### src/rtl/irq_trap_ctrl_pkg.sv
// Shared constants and state type for the machine-mode trap entry / mret sequencer.
// CSR addresses, interrupt cause codes and mstatus field positions live here.
package irq_trap_ctrl_pkg;

  localparam logic [11:0] CSR_MEPC    = 12'h341;
  localparam logic [11:0] CSR_MCAUSE  = 12'h342;
  localparam logic [11:0] CSR_MSTATUS = 12'h300;

  localparam logic [3:0] IRQ_MSI = 4'd3;
  localparam logic [3:0] IRQ_MTI = 4'd7;
  localparam logic [3:0] IRQ_MEI = 4'd11;

  localparam int MSTATUS_MIE    = 3;
  localparam int MSTATUS_MPIE   = 7;
  localparam int MSTATUS_MPP_LO = 11;
  localparam int MSTATUS_MPP_HI = 12;

  typedef enum logic [2:0] {
    S_IDLE   = 3'd0,
    S_MEPC   = 3'd1,
    S_MCAUSE = 3'd2,
    S_MSTAT  = 3'd3,
    S_MRET   = 3'd4
  } state_t;

endpackage

### src/rtl/irq_trap_ctrl_if.sv
// Bundle of CLINT/pipeline inputs and CSR-write/redirect outputs of irq_trap_ctrl.
// master = pipeline/CSR side, slave = the sequencer.
interface irq_trap_ctrl_if #(
  parameter int DATA_WIDTH = 32
);
  logic                  timer_irq_i;
  logic                  software_irq_i;
  logic                  external_irq_i;
  logic                  inst_valid_i;
  logic [DATA_WIDTH-1:0] inst_pc_i;
  logic                  mret_i;
  logic [DATA_WIDTH-1:0] mstatus_i;
  logic [DATA_WIDTH-1:0] mie_i;
  logic [DATA_WIDTH-1:0] mtvec_i;
  logic [DATA_WIDTH-1:0] mepc_i;
  logic [DATA_WIDTH-1:0] mip_o;
  logic                  stall_o;
  logic                  csr_we_o;
  logic [11:0]           csr_waddr_o;
  logic [DATA_WIDTH-1:0] csr_wdata_o;
  logic                  jump_flag_o;
  logic [DATA_WIDTH-1:0] jump_addr_o;

  modport master (
    output timer_irq_i, software_irq_i, external_irq_i, inst_valid_i, inst_pc_i,
           mret_i, mstatus_i, mie_i, mtvec_i, mepc_i,
    input  mip_o, stall_o, csr_we_o, csr_waddr_o, csr_wdata_o, jump_flag_o, jump_addr_o
  );

  modport slave (
    input  timer_irq_i, software_irq_i, external_irq_i, inst_valid_i, inst_pc_i,
           mret_i, mstatus_i, mie_i, mtvec_i, mepc_i,
    output mip_o, stall_o, csr_we_o, csr_waddr_o, csr_wdata_o, jump_flag_o, jump_addr_o
  );
endinterface

### src/rtl/irq_trap_ctrl_prio_enc.sv
// Fixed-priority encoder over enabled pending interrupts: MEI > MSI > MTI.
// i_pend is {meip, mtip, msip} already masked by mie.
module irq_trap_ctrl_prio_enc
  import irq_trap_ctrl_pkg::*;
(
  input  logic [2:0] i_pend,
  output logic       o_valid,
  output logic [3:0] o_code
);

  always_comb begin
    o_valid = |i_pend;
    o_code  = '0;
    if (i_pend[2]) begin
      o_code = IRQ_MEI;
    end else if (i_pend[0]) begin
      o_code = IRQ_MSI;
    end else if (i_pend[1]) begin
      o_code = IRQ_MTI;
    end
  end

endmodule

### src/rtl/irq_trap_ctrl.sv
// Machine-mode interrupt entry and mret sequencer: samples IRQs into mip, stalls the
// pipeline, writes mepc/mcause/mstatus over one CSR port, then redirects the PC.
//
// state    | meaning
// S_IDLE   | waiting for a retire boundary with a takeable IRQ or an MRET
// S_MEPC   | writing latched PC to mepc
// S_MCAUSE | writing latched cause to mcause
// S_MSTAT  | stacking MIE into mstatus, jumping to the trap vector
// S_MRET   | restoring MIE from MPIE, jumping to mepc
module irq_trap_ctrl
  import irq_trap_ctrl_pkg::*;
#(
  parameter int DATA_WIDTH  = 32,
  parameter bit VECTORED_EN = 1'b1
) (
  input logic            clk_i,
  input logic            rst_i,
  irq_trap_ctrl_if.slave bus
);

  state_t                r_state, w_next;
  logic [2:0]            r_pend;
  logic [DATA_WIDTH-1:0] r_epc;
  logic [3:0]            r_code;

  logic [2:0]            w_enabled;
  logic                  w_irq_valid, w_take, w_mret, w_latch;
  logic [3:0]            w_irq_code;
  logic                  w_stall, w_we, w_jump;
  logic [11:0]           w_waddr;
  logic [DATA_WIDTH-1:0] w_wdata, w_jaddr, w_mip, w_cause;
  logic [DATA_WIDTH-1:0] w_base, w_off, w_target, w_mstat_trap, w_mstat_mret;

  assign w_enabled = r_pend & {bus.mie_i[IRQ_MEI], bus.mie_i[IRQ_MTI], bus.mie_i[IRQ_MSI]};

  irq_trap_ctrl_prio_enc u_prio (
    .i_pend  (w_enabled),
    .o_valid (w_irq_valid),
    .o_code  (w_irq_code)
  );

  assign w_take = (r_state == S_IDLE) && bus.inst_valid_i &&
                  bus.mstatus_i[MSTATUS_MIE] && w_irq_valid;
  assign w_mret = bus.inst_valid_i && bus.mret_i;

  always_comb begin
    w_mip                = '0;
    w_mip[IRQ_MSI]       = r_pend[0];
    w_mip[IRQ_MTI]       = r_pend[1];
    w_mip[IRQ_MEI]       = r_pend[2];
    w_cause              = '0;
    w_cause[DATA_WIDTH-1] = 1'b1;
    w_cause[3:0]         = r_code;
    w_base               = {bus.mtvec_i[DATA_WIDTH-1:2], 2'b00};
    w_off                = '0;
    w_off[5:2]           = r_code;
    // vector offset wraps modulo 2^DATA_WIDTH by construction
    w_target = (VECTORED_EN && bus.mtvec_i[1:0] == 2'b01) ? w_base + w_off : w_base;
    w_mstat_trap                                 = bus.mstatus_i;
    w_mstat_trap[MSTATUS_MPIE]                   = bus.mstatus_i[MSTATUS_MIE];
    w_mstat_trap[MSTATUS_MIE]                    = 1'b0;
    w_mstat_trap[MSTATUS_MPP_HI:MSTATUS_MPP_LO]  = 2'b11;
    w_mstat_mret                                 = bus.mstatus_i;
    w_mstat_mret[MSTATUS_MIE]                    = bus.mstatus_i[MSTATUS_MPIE];
    w_mstat_mret[MSTATUS_MPIE]                   = 1'b1;
    w_mstat_mret[MSTATUS_MPP_HI:MSTATUS_MPP_LO]  = 2'b11;
  end

  always_ff @(posedge clk_i or negedge rst_i) begin
    if (!rst_i) begin
      r_state <= S_IDLE;
    end else begin
      r_state <= w_next;
    end
  end

  always_comb begin
    w_next  = r_state;
    w_stall = 1'b0;
    w_we    = 1'b0;
    w_waddr = '0;
    w_wdata = '0;
    w_jump  = 1'b0;
    w_jaddr = '0;
    w_latch = 1'b0;
    case (r_state)
      S_IDLE: begin
        // an interrupt beats a simultaneous mret; the mret re-executes after the handler
        if (w_take) begin
          w_stall = 1'b1;
          w_latch = 1'b1;
          w_next  = S_MEPC;
        end else if (w_mret) begin
          w_stall = 1'b1;
          w_next  = S_MRET;
        end
      end
      S_MEPC: begin
        w_stall = 1'b1;
        w_we    = 1'b1;
        w_waddr = CSR_MEPC;
        w_wdata = r_epc;
        w_next  = S_MCAUSE;
      end
      S_MCAUSE: begin
        w_stall = 1'b1;
        w_we    = 1'b1;
        w_waddr = CSR_MCAUSE;
        w_wdata = w_cause;
        w_next  = S_MSTAT;
      end
      S_MSTAT: begin
        w_stall = 1'b1;
        w_we    = 1'b1;
        w_waddr = CSR_MSTATUS;
        w_wdata = w_mstat_trap;
        w_jump  = 1'b1;
        w_jaddr = w_target;
        w_next  = S_IDLE;
      end
      S_MRET: begin
        w_stall = 1'b1;
        w_we    = 1'b1;
        w_waddr = CSR_MSTATUS;
        w_wdata = w_mstat_mret;
        w_jump  = 1'b1;
        w_jaddr = bus.mepc_i;
        w_next  = S_IDLE;
      end
      default: w_next = S_IDLE;
    endcase
  end

  always_ff @(posedge clk_i or negedge rst_i) begin
    if (!rst_i) begin
      r_pend <= '0;
      r_epc  <= '0;
      r_code <= '0;
    end else begin
      r_pend <= {bus.external_irq_i, bus.timer_irq_i, bus.software_irq_i};
      if (w_latch) begin
        r_epc  <= bus.inst_pc_i;
        r_code <= w_irq_code;
      end
    end
  end

  assign bus.mip_o       = w_mip;
  assign bus.stall_o     = w_stall;
  assign bus.csr_we_o    = w_we;
  assign bus.csr_waddr_o = w_waddr;
  assign bus.csr_wdata_o = w_wdata;
  assign bus.jump_flag_o = w_jump;
  assign bus.jump_addr_o = w_jaddr;

endmodule
### src/flat_wrapper.sv
// flat-port wrapper written by rule: the top's interface ports become plain ports
module irq_trap_ctrl_flat import irq_trap_ctrl_pkg::*;
#(
  parameter int DATA_WIDTH  = 32,
  parameter bit VECTORED_EN = 1'b1
)
  (clk_i, rst_i, bus_timer_irq_i, bus_software_irq_i, bus_external_irq_i, bus_inst_valid_i, bus_inst_pc_i, bus_mret_i, bus_mstatus_i, bus_mie_i, bus_mtvec_i, bus_mepc_i, bus_mip_o, bus_stall_o, bus_csr_we_o, bus_csr_waddr_o, bus_csr_wdata_o, bus_jump_flag_o, bus_jump_addr_o);
  irq_trap_ctrl_if #(.DATA_WIDTH(DATA_WIDTH)) bus_i ();
  input logic clk_i;
  input logic rst_i;
  input wire logic [$bits(bus_i.timer_irq_i)-1:0] bus_timer_irq_i;
  input wire logic [$bits(bus_i.software_irq_i)-1:0] bus_software_irq_i;
  input wire logic [$bits(bus_i.external_irq_i)-1:0] bus_external_irq_i;
  input wire logic [$bits(bus_i.inst_valid_i)-1:0] bus_inst_valid_i;
  input wire logic [$bits(bus_i.inst_pc_i)-1:0] bus_inst_pc_i;
  input wire logic [$bits(bus_i.mret_i)-1:0] bus_mret_i;
  input wire logic [$bits(bus_i.mstatus_i)-1:0] bus_mstatus_i;
  input wire logic [$bits(bus_i.mie_i)-1:0] bus_mie_i;
  input wire logic [$bits(bus_i.mtvec_i)-1:0] bus_mtvec_i;
  input wire logic [$bits(bus_i.mepc_i)-1:0] bus_mepc_i;
  output wire logic [$bits(bus_i.mip_o)-1:0] bus_mip_o;
  output wire logic [$bits(bus_i.stall_o)-1:0] bus_stall_o;
  output wire logic [$bits(bus_i.csr_we_o)-1:0] bus_csr_we_o;
  output wire logic [$bits(bus_i.csr_waddr_o)-1:0] bus_csr_waddr_o;
  output wire logic [$bits(bus_i.csr_wdata_o)-1:0] bus_csr_wdata_o;
  output wire logic [$bits(bus_i.jump_flag_o)-1:0] bus_jump_flag_o;
  output wire logic [$bits(bus_i.jump_addr_o)-1:0] bus_jump_addr_o;
  assign bus_i.timer_irq_i = bus_timer_irq_i;
  assign bus_i.software_irq_i = bus_software_irq_i;
  assign bus_i.external_irq_i = bus_external_irq_i;
  assign bus_i.inst_valid_i = bus_inst_valid_i;
  assign bus_i.inst_pc_i = bus_inst_pc_i;
  assign bus_i.mret_i = bus_mret_i;
  assign bus_i.mstatus_i = bus_mstatus_i;
  assign bus_i.mie_i = bus_mie_i;
  assign bus_i.mtvec_i = bus_mtvec_i;
  assign bus_i.mepc_i = bus_mepc_i;
  assign bus_mip_o = bus_i.mip_o;
  assign bus_stall_o = bus_i.stall_o;
  assign bus_csr_we_o = bus_i.csr_we_o;
  assign bus_csr_waddr_o = bus_i.csr_waddr_o;
  assign bus_csr_wdata_o = bus_i.csr_wdata_o;
  assign bus_jump_flag_o = bus_i.jump_flag_o;
  assign bus_jump_addr_o = bus_i.jump_addr_o;
  irq_trap_ctrl #(.DATA_WIDTH(DATA_WIDTH), .VECTORED_EN(VECTORED_EN)) u_core (.clk_i(clk_i), .rst_i(rst_i), .bus(bus_i));
endmodule
### config.mk
export PLATFORM = sky130hd
export DESIGN_NAME = irq_trap_ctrl_flat
export DESIGN_NICKNAME = d
export VERILOG_FILES = /design/src/rtl/irq_trap_ctrl_pkg.sv /design/src/rtl/irq_trap_ctrl_if.sv /design/src/rtl/irq_trap_ctrl_prio_enc.sv /design/src/rtl/irq_trap_ctrl.sv /design/src/flat_wrapper.sv
export SDC_FILE = /design/constraint.sdc
export NUM_CORES = 1
export LEC_CHECK = 0
export ABC_AREA = 1
export BUFFER_PORTS_ARGS = -buffer_cell sky130_fd_sc_hd__buf_4
export CAP_MARGIN = 25
export CELL_PAD_IN_SITES_DETAIL_PLACEMENT = 1
export CELL_PAD_IN_SITES_GLOBAL_PLACEMENT = 2
export CORE_ASPECT_RATIO = 0.5
export CORE_UTILIZATION = 19
export CTS_BUF_LIST = sky130_fd_sc_hd__clkbuf_8 sky130_fd_sc_hd__clkbuf_16
export DETAILED_ROUTE_END_ITERATION = 8
export GPL_TIMING_DRIVEN = 0
export HOLD_SLACK_MARGIN = 0.12
export PLACE_DENSITY = 0.81
export SLEW_MARGIN = 20
export SYNTH_ARGS = -nofsm -noshare
export SYNTH_HDL_FRONTEND = slang
export SYNTH_HIERARCHICAL = 1
export SYNTH_SLANG_ARGS = --single-unit
### constraint.sdc
create_clock -name clk_i -period 2.2 [get_ports clk_i]
set_input_delay 0.22 -clock clk_i [delete_from_list [all_inputs] [get_ports clk_i]]
set_output_delay 0.22 -clock clk_i [all_outputs]
set_load 0.005 [all_outputs]
==> metrics, run 1 <==
Worst-Margin Slew 0.5795 ns; Routed Wire Length 15.96 mm; Clock Latency Late Sink 0.28 ns; first-pass GRT wire length 24.45 mm; HPWL Detailed 13.07 mm; Slew HR 0.6137; R2R cell count 10; Hold WS 0.1350 ns; maxcap violations 0; crit end category primary output; Mapped Cells 582; area leader, netlist dfrtp_1; unrepaired setup endpoints after global routing true; yosys warns 6; fin cells 1112; Critical R2R Capture u_core/r_epc[27]; commonest non-fill, non-tap cell in the layout buf_4; pin count of the biggest net entering global routing 43; DIE AREA 20490 sq um; CP startpoint kind register; Most used DFF post-synth dfrtp_1; PnR worst setup slack -0.3489 ns; Final Cycle Share 1.159; top cells by area, synth dfrtp_1 (28%), nand2_1 (24%), buf_4 (9.3%), a22o_1 (5.6%), nand3_1 (4.8%); Final GP Congestion 0.8212; Worst setup startpoint u_core/r_code[0]; crit path kind register to primary output; grt total ovfl 0; VDD IR-drop max 321.3 uV; syn_area_per_cell 6.492 sq um; Adder-Cell Fraction of Synth Area 0.01854; multiplexer share of the synthesized area 0; htree depth 2; Final Max Slew Viols 0; ratio of cells with drive above 1 in the final layout 0.3983; Setup Skew 0.004735 ns; initial core utilization 0.1942; TritonCTS Buffers 5; R2R setup slack 0.35 ns; Final Hold Viols 0; First DRT Iteration DRCs 89; CTS tree yes; Max Freq 0.3923 GHz; Port-buffer cells 210; Leak Pwr 3.391 nW; Max clock buf depth 2; Pre-antenna DRT Iters 4; register area share after synthesis 0.2781; Vias/cell 4.125; Synth Area in XOR/XNOR 0.002318; Hold WC Path Type input pin to register; failing checks setup timing; Reg-to-Reg Start u_core/r_pend[0]; GRT Total Usage 0.1497; simple-gate share of the synthesized area 0.4046; cell count after placement 1093; Rows 36; status finished with violations; post-layout min period 2.549 ns; # diodes 0; Final nets 1017; Critical Path RT 1.98 ns; DRC Markers 0; most frequent cells in the layout buf_4 (261), nand2_1 (236), inv_1 (45), dfrtp_1 (42), conb_1 (36); Worst Path Arrival 2.33 ns; Placement Setup Slack -0.2343 ns; vias in the first global route 4657; pwr dens 807.5 nW/um^2; Synth Register Bits 42; area share of the largest cell type after synthesis 0.2781; Sink Count 42; initial antenna violation count 0; number of synthesized flops with an enable pin 0; Via Count 4587; Synth async-reset ratio 1.000; Clk pin slew, worst setup/hold paths 0.07 ns; I/O Pins 278; Synth Cell Area 3779 sq um; maximum fanout along the worst path 4; Critical Path End bus_jump_addr_o[24]; Routed wire per std cell 14.35 microns; Core Area 19460 sq um; Layout area overhead 64.04%; Compound-Gate Fraction of Synth Area 0.1354; final number of setup-violating endpoints 25; main combinational cell family by area after synthesis simple AND/OR/NAND/NOR gates; count of cell types in the netlist 39; DIE HEIGHT 101.7 microns; post-route ant nets 0; DIE WIDTH 201.4 microns; clk root buf clkbuf_16
where the power goes:
group | internal, W | switching (W)
sequential | 0.00110 | 0.000227
combinational | 0.00142 | 0.00140
clock | 0.000538 | 0.000320
total | 0.00306 | 0.00195
per-stage QoR:
| step | instance area [sq um] | total power [W] | setup TNS (ns) | util |
|---|---|---|---|---|
| global placement | 5819 | 0.004038 | -1.015 | 0.2991 |
| global route | 6198 | 0.005429 | -8.806 | 0.3185 |
| floorplan | 3910 | 0.002651 | 0 | - |
| CTS | 6131 | 0.005040 | -4.855 | 0.3151 |
| detailed placement | 5819 | 0.004101 | -1.667 | 0.2991 |
| finish | 6198 | 0.005005 | -4.570 | 0.3185 |
what timing repair did:
item / 4_1_cts / 5_1_grt
buffers inserted: 5 / 2
cloned: 0 / 0
endpoints found under the setup margin: 26 / 30
resized for setup: 22 / 15
pin swaps: 13 / 9
endpoints found under the hold margin: 45 / 0
hold buffers: 4 / 0
worst min path at each step:
stage,startpoint,end,cells after the start
after detailed placement,rst_i,u_core/r_pend[2],1
after CTS,bus_inst_pc_i[12],u_core/r_epc[12],3
final,bus_inst_pc_i[23],u_core/r_epc[23],3
after global placement,rst_i,u_core/r_pend[2],1
after floorplan,rst_i,u_core/r_code[0],0
after global routing,bus_inst_pc_i[8],u_core/r_epc[8],3
synth_stat cells, drive strengths merged, types with 3 or more instances:
master,number
nand4,10
ha,4
inv,51
a21oi,12
dfrtp,42
buf,56
a22o,24
a22oi,3
nor2,45
o21ai,26
nor3,6
nand2,247
nand3,39
o21bai,4
clkbuf,4
cell families after synthesis:
logic type	Yosys count
flip-flops	42
other	1
XOR/XNOR	1
buffers and inverters	111
adder cells (fa/ha/maj)	5
AND/OR/NAND/NOR	350
AO/OA/AOI/OAI	72
registers in the layout, summed over array words and instances (netlist names):
register        cells
u_core/r_epc       32
u_core/r_pend       3
u_core/r_code       4
u_core/r_state      3
critical path: stages, from the launching register on:
cell,delay [ns]
dfrtp_1,0.37
ha_2,0.20
inv_2,0.04
fa_2,0.37
o21ai_4,0.26
buf_4,0.17
nand2_2,0.07
nor2_4,0.12
nand2_2,0.09
nand2_1,0.07
nand2_1,0.04
o21ai_1,0.12
buf_4,0.13
per-layer routing:
metal  vias up  global-route usage  routed length, microns
li1       2315                   -                       -
met1      2185              0.1837                    6903
met2        83              0.2867                    8399
met3         4             0.01705                     563
met4         0             0.02622                      94
met5         -                   0                       0
final cells by class:
type / instances / area, sq um
Multi-Input combinational cell: 464 / 2361
Clock inverter: 3 / 43.79
Inverter: 51 / 191.4
Clock buffer: 5 / 125.1
Timing Repair Buffer: 221 / 1677
Sequential cell: 42 / 1051
Buffer: 60 / 416.7
Fill cell: 2528 / 13260
Tap cell: 266 / 332.8
(Power assumes the default switching activity.)
==> run 2: changes to the inputs <==
- PLACE_DENSITY: 0.81 -> default
- PLACE_DENSITY_LB_ADDON: default -> 0.1
==> run 2 against run 1 <==
  * The run still ends with setup timing left
  * Maximum frequency grew 1.1%
  * Combinational power is 2% higher
  * Sequential power is essentially flat
  * Routed wire length is 1.8% higher
  * Die area stayed put
  * Total power shrank 0.92%
  * Global-route usage up 0.32 points
  * Via count is 0.65% lower
  * Largest cell class unchanged
  * Critical endpoint is now bus_jump_addr_o[18]
  * Count of clock-buffer cells in the layout stayed put
  * Final cell count rose by 0.72%
  * Worst setup slack improved by 0.028 ns
==> metrics, run 2 (same netlist as run 1, synthesis figures left out) <==
GRT Total Usage 0.1529; post-layout min period 2.521 ns; Port-buffer cells 210; unrepaired setup endpoints after global routing true; Hold WC Path Type input pin to register; maxcap violations 0; initial core utilization 0.1942; Final nets 1025; grt total ovfl 0; failing checks setup timing; Sink Count 42; htree depth 2; Vias/cell 4.069; Core Area 19460 sq um; Final Max Slew Viols 0; Routed wire per std cell 14.51 microns; Routed Wire Length 16.26 mm; DRC Markers 0; PnR worst setup slack -0.3208 ns; # diodes 0; DIE AREA 20490 sq um; VDD IR-drop max 323.3 uV; TritonCTS Buffers 5; Worst Path Arrival 2.30 ns; commonest non-fill, non-tap cell in the layout buf_4; maximum fanout along the worst path 5; Critical R2R Capture u_core/r_epc[25]; Clk pin slew, worst setup/hold paths 0.07 ns; Reg-to-Reg Start u_core/r_pend[0]; Critical Path RT 1.98 ns; I/O Pins 278; Leak Pwr 3.423 nW; initial antenna violation count 0; R2R cell count 11; clk root buf clkbuf_16; pwr dens 789.2 nW/um^2; CTS tree yes; fin area 6284 sq um; HPWL Detailed 13.34 mm; crit end category primary output; Worst-Margin Slew 0.6301 ns; min-delay src bus_inst_pc_i[19]; Min-Delay Path Depth 3; Final Cycle Share 1.146; Min-Delay Endpoint u_core/r_epc[19]; crit path kind register to primary output; pin count of the biggest net entering global routing 43; Final Hold Viols 0; Pre-antenna DRT Iters 6; R2R setup slack 0.31 ns; DIE HEIGHT 101.7 microns; Via Count 4557; First DRT Iteration DRCs 128; Largest register FFs 32; Max Freq 0.3967 GHz; Setup Skew 0.007339 ns; Slew HR 0.5800; status finished with violations; Final GP Congestion 0.7566; Layout area overhead 66.29%; post-route ant nets 0; Top Registers u_core/r_epc (32), u_core/r_code (4); ratio of cells with drive above 1 in the final layout 0.4075; Top reg by flops u_core/r_epc; CP startpoint kind register; first-pass GRT wire length 24.34 mm; Max clock buf depth 2; Rows 36; vias in the first global route 4471; final number of setup-violating endpoints 26; most frequent cells in the layout buf_4 (264), nand2_1 (235), inv_1 (46), dfrtp_1 (42), conb_1 (36); placed cell area 5819 sq um; Clock Latency Late Sink 0.28 ns; Placement Setup Slack -0.2596 ns; DIE WIDTH 201.4 microns
## run 2: layer usage
layer  up-vias  routed length (microns)  GRT usage
li1       2330                        -          -
met1      2099                     7528     0.1974
met3         6                      885    0.02992
met2       122                     7741     0.2719
met4         0                       99    0.02098
met5         -                        0          0
## run 2: what timing repair did
item | 4_1_cts | 5_1_grt
hold buffers | 4 | 0
pin swaps | 5 | 16
setup endpoints to repair | 26 | 48
hold endpoints to repair | 45 | 0
resized for setup | 20 | 23
setup buffers | 6 | 9
## run 2: stage by stage
step | total power, W | util | hold WS, ns | instances | setup TNS (ns)
6_report | 0.004959 | 0.3229 | 0.1352 | 1120 | -4.557
5_1_grt | 0.005403 | 0.3229 | 0.1381 | 1120 | -8.643
4_1_cts | 0.004976 | 0.3139 | 0.1309 | 1111 | -5.267
3_5_place_dp | 0.004114 | 0.2991 | 0.2670 | 1093 | -1.504
3_3_place_gp | 0.004083 | 0.2991 | 0.2669 | 1093 | -1.272
2_1_floorplan | 0.002651 | - | -0.07559 | 617 | 0
## run 2: worst max path at each step
stage	from	end	slack (ns)	cells after the start
after floorplan	u_core/r_code[0]	bus_jump_addr_o[8]	0.24	9
after global placement	u_core/r_code[0]	bus_jump_addr_o[24]	-0.22	11
after detailed placement	u_core/r_code[0]	bus_jump_addr_o[24]	-0.26	11
after CTS	u_core/r_code[0]	bus_jump_addr_o[28]	-0.32	11
after global routing	u_core/r_code[0]	bus_jump_addr_o[20]	-0.47	12
final	u_core/r_code[0]	bus_jump_addr_o[18]	-0.32	12
## run 2: final cells by class
type	count	area, sq um
fillers	2482	13180
multi-input cells	464	2372
repair buffers	229	1769
flip-flops and latches	42	1051
plain buffers	60	420.4
well taps	266	332.8
inverters	51	191.4
clock buffers	5	125.1
clock inverters	3	21.27
## run 2: worst max-delay path, cell delays in order, from the launching register on
cell	delay [ns]
dfrtp_1	0.36
ha_2	0.19
inv_2	0.04
fa_2	0.37
o21ai_4	0.21
buf_12	0.14
nand4_4	0.10
nor2_4	0.22
nor2_2	0.07
nor2_2	0.09
nand2_1	0.06
nand2_1	0.06
buf_4	0.10
## run 2: power breakdown
| group | total, W | internal [W] | switching (W) |
|---|---|---|---|
| combinational | 0.00289 | 0.00148 | 0.00141 |
| sequential | 0.00133 | 0.00110 | 0.000230 |
| clock | 0.000742 | 0.000421 | 0.000321 |
==> run 3: changes to the inputs <==
==> constraint.sdc (replaced) <==
create_clock -name clk_i -period 2.2 [get_ports clk_i]
set_input_delay 0.44 -clock clk_i [delete_from_list [all_inputs] [get_ports clk_i]]
set_output_delay 0.44 -clock clk_i [all_outputs]
set_load 0.005 [all_outputs]
==> run 3 against run 2 <==
  * The flow still finishes with violations (setup timing)
  * Clock skew fell by 0.0028 ns
  * Hold slack better by 0.015 ns
  * Routed wire length up 1.7%
  * Count of clock-buffer cells in the layout grew 1
  * Final cell count up 0.27%
==> metrics, run 3 (same netlist as run 1, synthesis figures left out) <==
VDD IR-drop max 407.6 uV; placed cell area 5822 sq um; Top delay family on crit path adder cells; pin count of the biggest net entering global routing 43; Final Cycle Share 1.256; Largest register FFs 32; R2R setup slack 0.36 ns; Setup Skew 0.004585 ns; grt total ovfl 0; Top reg by flops u_core/r_epc; hold_buf cts 0; crit end category primary output; slowest stage cell, crit path fa_2; ratio of cells with drive above 1 in the final layout 0.4411; Via Count 4575; pwr dens 848.5 nW/um^2; HPWL Detailed 13.34 mm; failing checks setup timing; commonest non-fill, non-tap cell in the layout buf_4; Layout area overhead 71.79%; Max Freq 0.3618 GHz; post-route ant nets 0; CP startpoint kind register; CTS tree yes; DIE HEIGHT 101.7 microns; post-layout min period 2.764 ns; TritonCTS Buffers 5; Largest stage delay, worst path 0.36 ns; Leak Pwr 3.502 nW; Placement Setup Slack -0.4721 ns; utilization after layout 0.3336; First DRT Iteration DRCs 139; DRC Markers 0; Final GP Congestion 0.7638; Port-buffer cells 210; I/O Pins 278; Critical R2R Capture u_core/r_code[3]; clk root buf clkbuf_16; Worst-Margin Slew 0.5778 ns; final number of setup-violating endpoints 28; CP Depth 13; Critical Path, Cell by Cell ha_2, inv_2, fa_2, o21ai_4, buf_12, buf_6, nand2_4, nor2_4, nand2_2, nand2_1, nand2_1, o21ai_1, buf_4; Top Registers u_core/r_epc (32), u_core/r_code (4); R2R cell count 11; unrepaired setup endpoints after global routing true; Routed wire per std cell 14.72 microns; Routed Wire Length 16.53 mm; crit path kind register to primary output; first-pass GRT wire length 25.10 mm; area of the multi-input gates 2469 sq um; Pre-antenna DRT Iters 4; maxcap violations 0; filler cell count 2437; cell count after placement 1093; Clk pin slew, worst setup/hold paths 0.06 ns; cell repeated most along the worst path nand2_1; Worst Path Arrival 2.32 ns; Vias/cell 4.074; Final Max Slew Viols 0; sequential cell area 1054 sq um; Sink Count 42; maximum fanout along the worst path 3; DIE WIDTH 201.4 microns; PnR worst setup slack -0.5639 ns; Core Area 19460 sq um; # diodes 0; Rows 36; Critical Path RT 1.76 ns; Final Hold Viols 0; initial antenna violation count 0; status finished with violations; Hold WC Path Type input pin to asynchronous set/reset pin; Max clock buf depth 2; GRT Total Usage 0.1558; most frequent cells in the layout buf_4 (267), nand2_1 (227), inv_1 (42), dfrtp_1 (40), conb_1 (36); initial core utilization 0.1942; Buf+Inv Stages, Crit Path 4; Slew HR 0.6148; Final nets 1028; Clock Latency Late Sink 0.28 ns; fin area 6491 sq um; Worst setup startpoint u_core/r_code[0]; Reg-to-Reg Start u_core/r_pend[0]; Critical Path End bus_jump_addr_o[24]; DIE AREA 20490 sq um; htree depth 2; fin cells 1123; vias in the first global route 4636
==> run 3: cell types whose count changed in the layout (fill, tap and decap cells not counted), sizes merged <==
cell,previous run,this run
bufinv,0,2
clkinv,2,0
buf,281,287
dlygate4sd3,4,0
clkbuf,9,11
clkinvlp,1,0
==> run 3: area by class of cell <==
cell class / count / share of cell area
buffer: 60 / 0.06997
clock buffer: 6 / 0.02140
clock inverter: 2 / 0.009252
inverter: 51 / 0.02949
multi-input combinational: 464 / 0.3803
sequential: 42 / 0.1623
tap: 266 / 0.05127
timing repair buffer: 232 / 0.2760
==> run 3: worst min-delay path by stage <==
stage                  endpoint  slack (ns)  cells after the start
2_1_floorplan  u_core/r_code[0]        0.14                      0
3_3_place_gp    u_core/r_epc[3]        0.46                      2
3_5_place_dp   u_core/r_epc[12]        0.46                      2
4_1_cts         u_core/r_epc[4]        0.17                      1
5_1_grt         u_core/r_epc[4]        0.20                      1
6_report       u_core/r_pend[1]        0.15                      1
==> run 3: layer usage <==
metal	global-route usage	vias to the layer above	part of all wire
met5	0	-	0
met4	0.02098	0	0.0029
met3	0.03057	2	0.056
met2	0.2767	112	0.48
met1	0.2013	2124	0.46
li1	-	2337	-
==> run 3: per-stage QoR <==
step | power [W] | hold WS [ns] | setup TNS, ns
floorplan | 0.002654 | 0.1444 | 0
global placement | 0.004086 | 0.4561 | -6.835
detailed placement | 0.004122 | 0.4619 | -7.325
CTS | 0.005292 | 0.1698 | -11.15
global route | 0.005963 | 0.1976 | -12.81
finish | 0.005508 | 0.1504 | -9.104
==> run 3: repair_timing <==
action | CTS | global route
setup endpoints to repair | 62 | 43
buffers inserted | 8 | 14
pin swaps | 8 | 25
gates resized for setup | 18 | 76
==> run 3: where the power goes <==
part / internal, W / switching, W
clock: 0.000682 / 0.000312
combinational: 0.00167 / 0.00150
sequential: 0.00110 / 0.000241
==> run 3: worst reg2reg max path: stages (launching register included) <==
cell and delay, ns:
dfrtp_1 0.38, nand2_1 0.07, inv_1 0.05, nor2_1 0.10, nand2_1 0.13, nand3_2 0.13
nor2_2 0.06, inv_2 0.05, buf_4 0.16, clkbuf_1 0.46, nand2_1 0.11, nand2_1 0.08
